## config.mk

```make
export PLATFORM = sky130hd
export DESIGN_NAME = except_ctrl_flat
export DESIGN_NICKNAME = d
export VERILOG_FILES = /design/src/rtl/except_ctrl_if.sv /design/src/rtl/except_ctrl.sv /design/src/flat_wrapper.sv
export SDC_FILE = /design/constraint.sdc
export NUM_CORES = 1
export LEC_CHECK = 0
export ABC_AREA = 0
export BUFFER_PORTS_ARGS = -buffer_cell sky130_fd_sc_hd__clkbuf_2
export CORE_AREA = 2 2 95 97
export DETAILED_ROUTE_END_ITERATION = 6
export DIE_AREA = 0 0 97 99
export GPL_ROUTABILITY_DRIVEN = 0
export PLACE_DENSITY = 0.77
export REMOVE_ABC_BUFFERS = 1
export SYNTH_ARGS = -nofsm -noshare
export SYNTH_HDL_FRONTEND = slang
export SYNTH_SLANG_ARGS = --single-unit
```

## constraint.sdc

```tcl
create_clock -name clk -period 3.9 [get_ports clk]
set_input_delay 0.195 -clock clk [delete_from_list [all_inputs] [get_ports clk]]
set_output_delay 0.195 -clock clk [all_outputs]
set_load 0.005 [all_outputs]
```

## src/rtl/except_ctrl_if.sv

```systemverilog
// Bus between the MEM stage / CP0 and the exception controller.
// master = pipeline/CP0 side, slave = except_ctrl.
interface except_ctrl_if;
  logic        valid_i;
  logic [31:0] pc_i;
  logic        is_in_delayslot_i;
  logic [4:0]  exc_i;
  logic [5:0]  int_i;
  logic        timer_int_i;
  logic [31:0] status_i;
  logic [31:0] cause_i;
  logic [31:0] epc_i;
  logic [31:0] except_type_o;
  logic [31:0] pc_o;
  logic        is_in_delayslot_o;
  logic        flush_o;
  logic        stall_req_o;
  logic        redirect_valid_o;
  logic [31:0] new_pc_o;
  logic        redirect_ready_i;

  modport master (
    output valid_i, pc_i, is_in_delayslot_i, exc_i, int_i, timer_int_i,
           status_i, cause_i, epc_i, redirect_ready_i,
    input  except_type_o, pc_o, is_in_delayslot_o, flush_o, stall_req_o,
           redirect_valid_o, new_pc_o
  );

  modport slave (
    input  valid_i, pc_i, is_in_delayslot_i, exc_i, int_i, timer_int_i,
           status_i, cause_i, epc_i, redirect_ready_i,
    output except_type_o, pc_o, is_in_delayslot_o, flush_o, stall_req_o,
           redirect_valid_o, new_pc_o
  );
endinterface

```

## src/rtl/except_ctrl.sv

```systemverilog
// Precise-exception controller: captures one MEM-stage exception/interrupt, flushes, then redirects fetch.
// Optional TIMER_INT_EN: folds the CP0 timer interrupt into IP7.
module except_ctrl (
  input  logic         clk,
  input  logic         rst,
  except_ctrl_if.slave bus
);

  localparam logic [31:0] CODE_NONE  = 32'h0000_0000;
  localparam logic [31:0] CODE_INT   = 32'h0000_0001;
  localparam logic [31:0] CODE_INVAL = 32'h0000_000a;
  localparam logic [31:0] CODE_OV    = 32'h0000_000c;
  localparam logic [31:0] CODE_TRAP  = 32'h0000_000d;
  localparam logic [31:0] CODE_SYS   = 32'h0000_0008;
  localparam logic [31:0] CODE_ERET  = 32'h0000_000e;
  localparam logic [31:0] VEC_BEV    = 32'hBFC0_0380;
  localparam logic [31:0] VEC_NORM   = 32'h8000_0180;

  typedef enum logic [1:0] {
    ST_IDLE     = 2'd0,
    ST_COMMIT   = 2'd1,
    ST_REDIRECT = 2'd2
  } state_e;

  state_e      state_q, state_d;
  logic [5:0]  sync1_q, sync1_d;
  logic [5:0]  sync2_q, sync2_d;
  logic [31:0] except_type_q, except_type_d;
  logic [31:0] pc_q, pc_d;
  logic        slot_q, slot_d;
  logic        flush_q, flush_d;
  logic        stall_q, stall_d;
  logic        redirect_valid_q, redirect_valid_d;
  logic [31:0] new_pc_q, new_pc_d;

  logic [5:0]  sync_int_s;
  logic        int_pending_s;
  logic        take_s;
  logic [31:0] code_s;
  logic        unused_s;

  // Fixed-priority encoder: interrupt first, then inst_invalid (bit0) up to eret (bit4).
  function automatic logic [31:0] prio_code(input logic pend, input logic [4:0] exc);
    logic [31:0] code;
    if (pend)        code = CODE_INT;
    else if (exc[0]) code = CODE_INVAL;
    else if (exc[1]) code = CODE_OV;
    else if (exc[2]) code = CODE_TRAP;
    else if (exc[3]) code = CODE_SYS;
    else if (exc[4]) code = CODE_ERET;
    else             code = CODE_NONE;
    return code;
  endfunction

  // Synchronised interrupt lines; the timer is already in this clock domain.
  always_comb begin
`ifdef TIMER_INT_EN
    sync_int_s = sync2_q | {bus.timer_int_i, 5'b0_0000};
`else
    sync_int_s = sync2_q;
`endif
    int_pending_s = (|({sync_int_s, bus.cause_i[9:8]} & bus.status_i[15:8]))
                    & bus.status_i[0] & ~bus.status_i[1];
    take_s = bus.valid_i & (int_pending_s | (|bus.exc_i));
    code_s = prio_code(int_pending_s, bus.exc_i);
  end

  // Next-state and next-output logic for the IDLE -> COMMIT -> REDIRECT sequence.
  always_comb begin
    state_d          = state_q;
    sync1_d          = bus.int_i;
    sync2_d          = sync1_q;
    except_type_d    = CODE_NONE;
    flush_d          = 1'b0;
    pc_d             = pc_q;
    slot_d           = slot_q;
    stall_d          = stall_q;
    redirect_valid_d = redirect_valid_q;
    new_pc_d         = new_pc_q;
    case (state_q)
      ST_IDLE: begin
        if (take_s) begin
          state_d       = ST_COMMIT;
          except_type_d = code_s;
          pc_d          = bus.pc_i;
          slot_d        = bus.is_in_delayslot_i;
          flush_d       = 1'b1;
          stall_d       = 1'b1;
        end else begin
          stall_d          = 1'b0;
          redirect_valid_d = 1'b0;
        end
      end
      ST_COMMIT: begin
        state_d          = ST_REDIRECT;
        redirect_valid_d = 1'b1;
        stall_d          = 1'b1;
        // Target is sampled here so CP0 forwarding of EPC/BEV is settled.
        if (except_type_q == CODE_ERET) begin
          new_pc_d = bus.epc_i;
        end else if (bus.status_i[22]) begin
          new_pc_d = VEC_BEV;
        end else begin
          new_pc_d = VEC_NORM;
        end
      end
      ST_REDIRECT: begin
        if (bus.redirect_ready_i) begin
          state_d          = ST_IDLE;
          redirect_valid_d = 1'b0;
          stall_d          = 1'b0;
        end else begin
          redirect_valid_d = 1'b1;
          stall_d          = 1'b1;
        end
      end
      default: begin
        state_d          = ST_IDLE;
        stall_d          = 1'b0;
        redirect_valid_d = 1'b0;
        new_pc_d         = 32'h0000_0000;
      end
    endcase
  end

  // State, synchroniser and registered outputs.
  always_ff @(posedge clk or negedge rst) begin
    if (!rst) begin
      state_q          <= ST_IDLE;
      sync1_q          <= 6'b00_0000;
      sync2_q          <= 6'b00_0000;
      except_type_q    <= 32'h0000_0000;
      pc_q             <= 32'h0000_0000;
      slot_q           <= 1'b0;
      flush_q          <= 1'b0;
      stall_q          <= 1'b0;
      redirect_valid_q <= 1'b0;
      new_pc_q         <= 32'h0000_0000;
    end else begin
      state_q          <= state_d;
      sync1_q          <= sync1_d;
      sync2_q          <= sync2_d;
      except_type_q    <= except_type_d;
      pc_q             <= pc_d;
      slot_q           <= slot_d;
      flush_q          <= flush_d;
      stall_q          <= stall_d;
      redirect_valid_q <= redirect_valid_d;
      new_pc_q         <= new_pc_d;
    end
  end

  assign bus.except_type_o     = except_type_q;
  assign bus.pc_o              = pc_q;
  assign bus.is_in_delayslot_o = slot_q;
  assign bus.flush_o           = flush_q;
  assign bus.stall_req_o       = stall_q;
  assign bus.redirect_valid_o  = redirect_valid_q;
  assign bus.new_pc_o          = new_pc_q;

`ifdef TIMER_INT_EN
  assign unused_s = ^{bus.status_i[31:23], bus.status_i[21:16], bus.status_i[7:2],
                      bus.cause_i[31:10], bus.cause_i[7:0]};
`else
  assign unused_s = ^{bus.status_i[31:23], bus.status_i[21:16], bus.status_i[7:2],
                      bus.cause_i[31:10], bus.cause_i[7:0], bus.timer_int_i};
`endif

endmodule
```

## src/flat_wrapper.sv

```systemverilog
// flat-port wrapper written by rule: the top's interface ports become plain ports
module except_ctrl_flat 
  (clk, rst, bus_valid_i, bus_pc_i, bus_is_in_delayslot_i, bus_exc_i, bus_int_i, bus_timer_int_i, bus_status_i, bus_cause_i, bus_epc_i, bus_redirect_ready_i, bus_except_type_o, bus_pc_o, bus_is_in_delayslot_o, bus_flush_o, bus_stall_req_o, bus_redirect_valid_o, bus_new_pc_o);
  except_ctrl_if bus_i ();
  input  logic clk;
  input  logic rst;
  input wire logic [$bits(bus_i.valid_i)-1:0] bus_valid_i;
  input wire logic [$bits(bus_i.pc_i)-1:0] bus_pc_i;
  input wire logic [$bits(bus_i.is_in_delayslot_i)-1:0] bus_is_in_delayslot_i;
  input wire logic [$bits(bus_i.exc_i)-1:0] bus_exc_i;
  input wire logic [$bits(bus_i.int_i)-1:0] bus_int_i;
  input wire logic [$bits(bus_i.timer_int_i)-1:0] bus_timer_int_i;
  input wire logic [$bits(bus_i.status_i)-1:0] bus_status_i;
  input wire logic [$bits(bus_i.cause_i)-1:0] bus_cause_i;
  input wire logic [$bits(bus_i.epc_i)-1:0] bus_epc_i;
  input wire logic [$bits(bus_i.redirect_ready_i)-1:0] bus_redirect_ready_i;
  output wire logic [$bits(bus_i.except_type_o)-1:0] bus_except_type_o;
  output wire logic [$bits(bus_i.pc_o)-1:0] bus_pc_o;
  output wire logic [$bits(bus_i.is_in_delayslot_o)-1:0] bus_is_in_delayslot_o;
  output wire logic [$bits(bus_i.flush_o)-1:0] bus_flush_o;
  output wire logic [$bits(bus_i.stall_req_o)-1:0] bus_stall_req_o;
  output wire logic [$bits(bus_i.redirect_valid_o)-1:0] bus_redirect_valid_o;
  output wire logic [$bits(bus_i.new_pc_o)-1:0] bus_new_pc_o;
  assign bus_i.valid_i = bus_valid_i;
  assign bus_i.pc_i = bus_pc_i;
  assign bus_i.is_in_delayslot_i = bus_is_in_delayslot_i;
  assign bus_i.exc_i = bus_exc_i;
  assign bus_i.int_i = bus_int_i;
  assign bus_i.timer_int_i = bus_timer_int_i;
  assign bus_i.status_i = bus_status_i;
  assign bus_i.cause_i = bus_cause_i;
  assign bus_i.epc_i = bus_epc_i;
  assign bus_i.redirect_ready_i = bus_redirect_ready_i;
  assign bus_except_type_o = bus_i.except_type_o;
  assign bus_pc_o = bus_i.pc_o;
  assign bus_is_in_delayslot_o = bus_i.is_in_delayslot_o;
  assign bus_flush_o = bus_i.flush_o;
  assign bus_stall_req_o = bus_i.stall_req_o;
  assign bus_redirect_valid_o = bus_i.redirect_valid_o;
  assign bus_new_pc_o = bus_i.new_pc_o;
  except_ctrl u_core (.clk(clk), .rst(rst), .bus(bus_i));
endmodule
```

; ---- Word level (Yosys, flattened, before mapping)
; Cells that the tools add are included.
[word_totals]
elab_cells = 48
output_inout_bits = 100
register_bits = 114
input_bits = 145
[op_classes]
muxes = 20
n_bitwise = 6
n_reduce_logical = 6
eq_ne = 6
[ops]
columns = op, n
row1 = $mux W32, 8
row2 = $pmux W32 S2, 1
row3 = $eq A32 B4 Y1 const B, 1
row4 = $mux W30, 1
row5 = $and A8 B8 Y8, 1
row6 = $reduce_or A8 Y1, 1
row7 = $pmux W1 S3, 2
row8 = $pmux W2 S3, 1
row9 = $reduce_or A5 Y1, 1
row10 = $mux W1, 4
row11 = $mux W2, 2
row12 = $mux W4, 1
row13 = $ne A2 B2 Y1 const B, 2
row14 = $reduce_and A2 Y1, 2
row15 = $and A1 B1 Y1, 3
row16 = $eq A2 B1 Y1 const B, 1
row17 = $eq A2 B2 Y1 const B, 1
row18 = $logic_not A2 Y1, 1
row19 = $ne A2 B1 Y1 const B, 1
row20 = $reduce_or A2 Y1, 1
row21 = $not A1 Y1, 1
row22 = $or A1 B1 Y1, 1

; ---- Depth between registers and ports, before layout
[logic_depth]
word_depth = 8
depth_mapped = 8
depth_no_buf = 6

; ---- Worst setup path after synthesis
; No wires, ideal clock.
[synth_path]
path_type = register to register
startpoint = reg u_core.state_q[0]
endpoint = reg u_core.new_pc_q[0] (netlist: u_core.bus.new_pc_o[0])
arrival_time_ps = 1864
required_time_ps = 3835
slack_ps = 1970
period_less_slack_ps = 1930
path_stages_with_launch = 9
path_buffers = 3
setup_ps = 65
path_cell_list = dfrtp_1 > inv_1 > ha_1 > or2_2 > clkbuf_1 > nor3_1 > buf_2 > buf_2 > a22o_1
[synth_between]
elab_chain_cells = 3
elab_cells_between_ends = 5
classes_between = eq/ne: 2 / mux: 1 / reduce/logical: 2
[synth_lines]
columns = item, line
row1 = start: declaration, except_ctrl.sv:25  ; state_e state_q, state_d;
row2 = start signal: assignment, except_ctrl.sv:140  ; state_q <= state_d;
row3 = $eq A2 B2 Y1 / $logic_not A2 Y1 (equally long branches), except_ctrl.sv:80  ; case (state_q)
row4 = $reduce_or A2 Y1 (no source line), -
row5 = $pmux W32 S2, except_ctrl.sv:80
row6 = end signal: assignment, except_ctrl.sv:149  ; new_pc_q <= new_pc_d;
row7 = end: declaration, except_ctrl.sv:34  ; logic [31:0] new_pc_q, new_pc_d;
; Several ways; a longest one is shown, not always the timed one.
; A chain may end at the register's enable or synchronous reset.

; ---- Worst setup path in the final report
[layout_path]
startpoint = reg u_core.state_q[0]
endpoint = reg u_core.pc_q[12] (netlist: u_core.bus.pc_o[12])
[layout_between]
elab_chain_cells = 2
[layout_lines]
columns = item, line
row1 = $logic_not A2 Y1, except_ctrl.sv:80
row2 = $reduce_and A2 Y1 (no source line), -
row3 = end signal: assignment, except_ctrl.sv:144  ; pc_q <= pc_d;
row4 = end: declaration, except_ctrl.sv:29  ; logic [31:0] pc_q, pc_d;
; No other way between the ends.

==> impl_metrics.toml <==
[outcome]
status = "finished clean"

[timing]
max_slew.worst_pin.slew_ns = 1.05
finalCriticalPeriod_ns = 2.41
setup_viol = 0
fin_worst_skew_ns = 0.0104
timing.setup.tns_ns = 0
rsz0062_at_grt = "false"
max_slew_margin = 0.300
fmax_mhz = 415
drv_slew = 0
finalHoldViolations = 0
timing.final.crit_share = 0.618

[power_and_ir_drop]
p_comb_frac = 0.333
power.density_mw_per_mm2 = 629
irDropWorstVdd_mv = 0.342
switching_share = 0.303
leakagePower_nw = 2.49
power_frac_seq = 0.436
clkPwrFrac = 0.231
p_int_mw = 2.04
switchingPower_uw = 885

[setup_path]
endpoint_kind = "register"
cpPeakStageDelay_ns = 0.56
startpoint_type = "register"
cp.arrival_ns = 2.63
worstPathRequired_ns = 4.12
worstPathMaxFanout = 19
cp_slowest_cell = "a21oi_4"
crit_type = "register to register"
path_cells = "inv_1 > ha_1 > nand2_1 > a21oi_4 > buf_4 > mux2_4"

[die]
core_mm2 = 0.00855
io_pins = 245
die-area_mm2 = 0.00960
rows = 34
dieHeight_um = 99
die_width_um = 97
start_util = 0.417

[synth]
synth_top_cells_by_count = "dfrtp_1, buf_4, mux2_4"
synth-seq-area-share = 0.603
synthCells = 245
synth_area_leaders = "dfrtp_1, mux2_4, buf_4"
synth_most_common_cell = "dfrtp_1"
syn_area_mm2 = 0.00357
avgSynthCellArea_um2 = 14.6
synth_edf_count = 0
ys_ff_latch = 86
yosysUniqueCellTypes = 35
synth_top_area_frac = 0.603
ys_warn_count = 0
async_reset_ff_frac = 1.00
synth_top_cell_by_area = "dfrtp_1"
yosys_most_used_dff = "dfrtp_1"

[global_route]
met3_usage = 0.0440
busiest_layer = "met2"
grt_max_degree = 87
grt_first_pass_wirelength_um = 12200
grtUsageTotal = 0.159
grt.overflow.total = 0
met2_usage = 0.263
first_global_vias = 2509
antenna_found_initial = 0
grtUsageMet1 = 0.201

[cts]
cts_tree = "built"
postCtsSetupBuffers = 0
cts_resized = 0
cts_sinks = 86
cts_root_buf = "clkbuf_8"
path_clk_slew_ns = 0.08
clock_path_buffers = 2
clk_latency_ns = 0.34
numCtsBuffers = 9
h-tree-depth = 3

[placed_design]
place_inst = 507
dp_hpwl_um = 5410
port-buffer-count = 164

[hold_path]
min_path_type = "input pin to asynchronous set/reset pin"

[drt]
ant_nets = 0
drt-vias-per-instance = 4.67
drc = 0
wire_per_inst_um = 14.1
vias = 2468
wl_um = 7470
drtPass1Iterations = 4
drt_iter0_markers = 74

[run]
cap_violations = 0

[finish]
final_nets = 565
register_area_mm2 = 0.00215
multi_input_area_mm2 = 0.00123
antenna_cells = 0
fill_cells = 721
area_growth_pct = 30.4
drive_gt1_frac = 0.530
stdcell_count = 529
-- sequential cells by signal (all words and copies together) (netlist names) --
name and count:
u_core.bus.except_type_o 4, u_core.bus.flush_o 1, u_core.bus.is_in_delayslot_o 1, u_core.bus.new_pc_o 32, u_core.bus.pc_o 32, u_core.bus.redirect_valid_o 1
u_core.bus.stall_req_o 1, u_core.state_q 2, u_core.sync1_q 6, u_core.sync2_q 6
-- per-layer routing --
metal  wire length, um  part of all wire
met3               601             0.081
met1              3090              0.41
met4               103             0.014
met2              3670              0.49
met5                 0                 0
-- timing repair --
action | CTS | global route
endpoints found under the setup margin | 0 | 0
hold buffers | 6 | 0
endpoints found under the hold margin | 6 | 0
-- power groups by stage --
stage                     registers, mW  clock network (mW)  logic (mW)
after global routing               1.31               0.738        1.07
after floorplan                    1.29                   0       0.551
after global placement             1.28                   0       0.950
final                              1.27               0.676       0.974
after detailed placement           1.29                   0       0.987
after CTS                          1.28               0.704       0.990
-- layout make-up --
| class | count | area share |
|---|---|---|
| tap | 108 | 0.0290 |
| inverter | 4 | 0.00323 |
| clock buffer | 9 | 0.0266 |
| timing repair buffer | 172 | 0.193 |
| clock inverter | 7 | 0.0207 |
| sequential | 86 | 0.463 |
| multi-input combinational | 143 | 0.265 |
-- critical path: cells and delay by family (launching register included) --
family / cells / cell delay [ns]
multiplexers: 1 / 0.34
buffers and inverters: 2 / 0.54
AND/OR/NAND/NOR: 1 / 0.14
flip-flops: 1 / 0.42
AO/OA/AOI/OAI: 1 / 0.56
adder cells (fa/ha/maj): 1 / 0.27
-- per-stage QoR --
stage	total power [mW]	hold slack [ns]	util	area (um^2)	setup slack, ns
global route	3.12	0.0391	0.544	4650	1.31
global placement	2.23	0.305	0.511	4370	1.52
detailed placement	2.27	0.305	0.511	4370	1.46
floorplan	1.84	-0.101	-	3390	0.747
CTS	2.97	0.0266	0.544	4650	1.45
finish	2.92	0.0237	0.544	4650	1.49
-- cells by family after synthesis --
family                     after synthesis  synth area share
DFF                                     86             0.603
muxes                                   34             0.135
and+or+nand+nor                         27            0.0414
AOI/OAI and AO/OA                       50             0.123
adders and majority gates                4            0.0140
buffers and inverters                   43            0.0817
other                                    1           0.00105
-- cell usage in the layout (no fill, tap or decap), types with 2 or more instances in the layout --
cell type,n
conb_1,28
or2_2,2
a22o_1,24
a221o_1,9
clkbuf_8,9
nor2_1,5
mux2_4,27
inv_1,4
mux2_2,6
nand2_1,6
dlygate4sd3_1,6
clkbuf_2,163
o21ai_0,7
ha_1,4
a21oi_1,2
dfrtp_1,86
clkinv_2,2
nand3_1,3
nor2b_1,2
buf_4,3
inv_6,2
nand2b_1,3
bufinv_16,2
-- final timing paths --
path | from | to | slack [ns] | depth (start not counted)
worst max-delay path | u_core.state_q[0] | u_core.bus.pc_o[12] | 1.49 | 6
worst min-delay path | rst | u_core.sync1_q[4] | 0.02 | 1
worst max register to register | u_core.state_q[0] | u_core.bus.pc_o[12] | 1.49 | 6
worst min register to register | u_core.sync1_q[0] | u_core.sync2_q[0] | 0.36 | 0
max in group asynchronous | rst | u_core.bus.pc_o[3] | 3.18 | 1
min in group clk | bus_exc_i[0] | u_core.bus.except_type_o[2] | 0.06 | 2
Power figures use the tool's default switching activity.
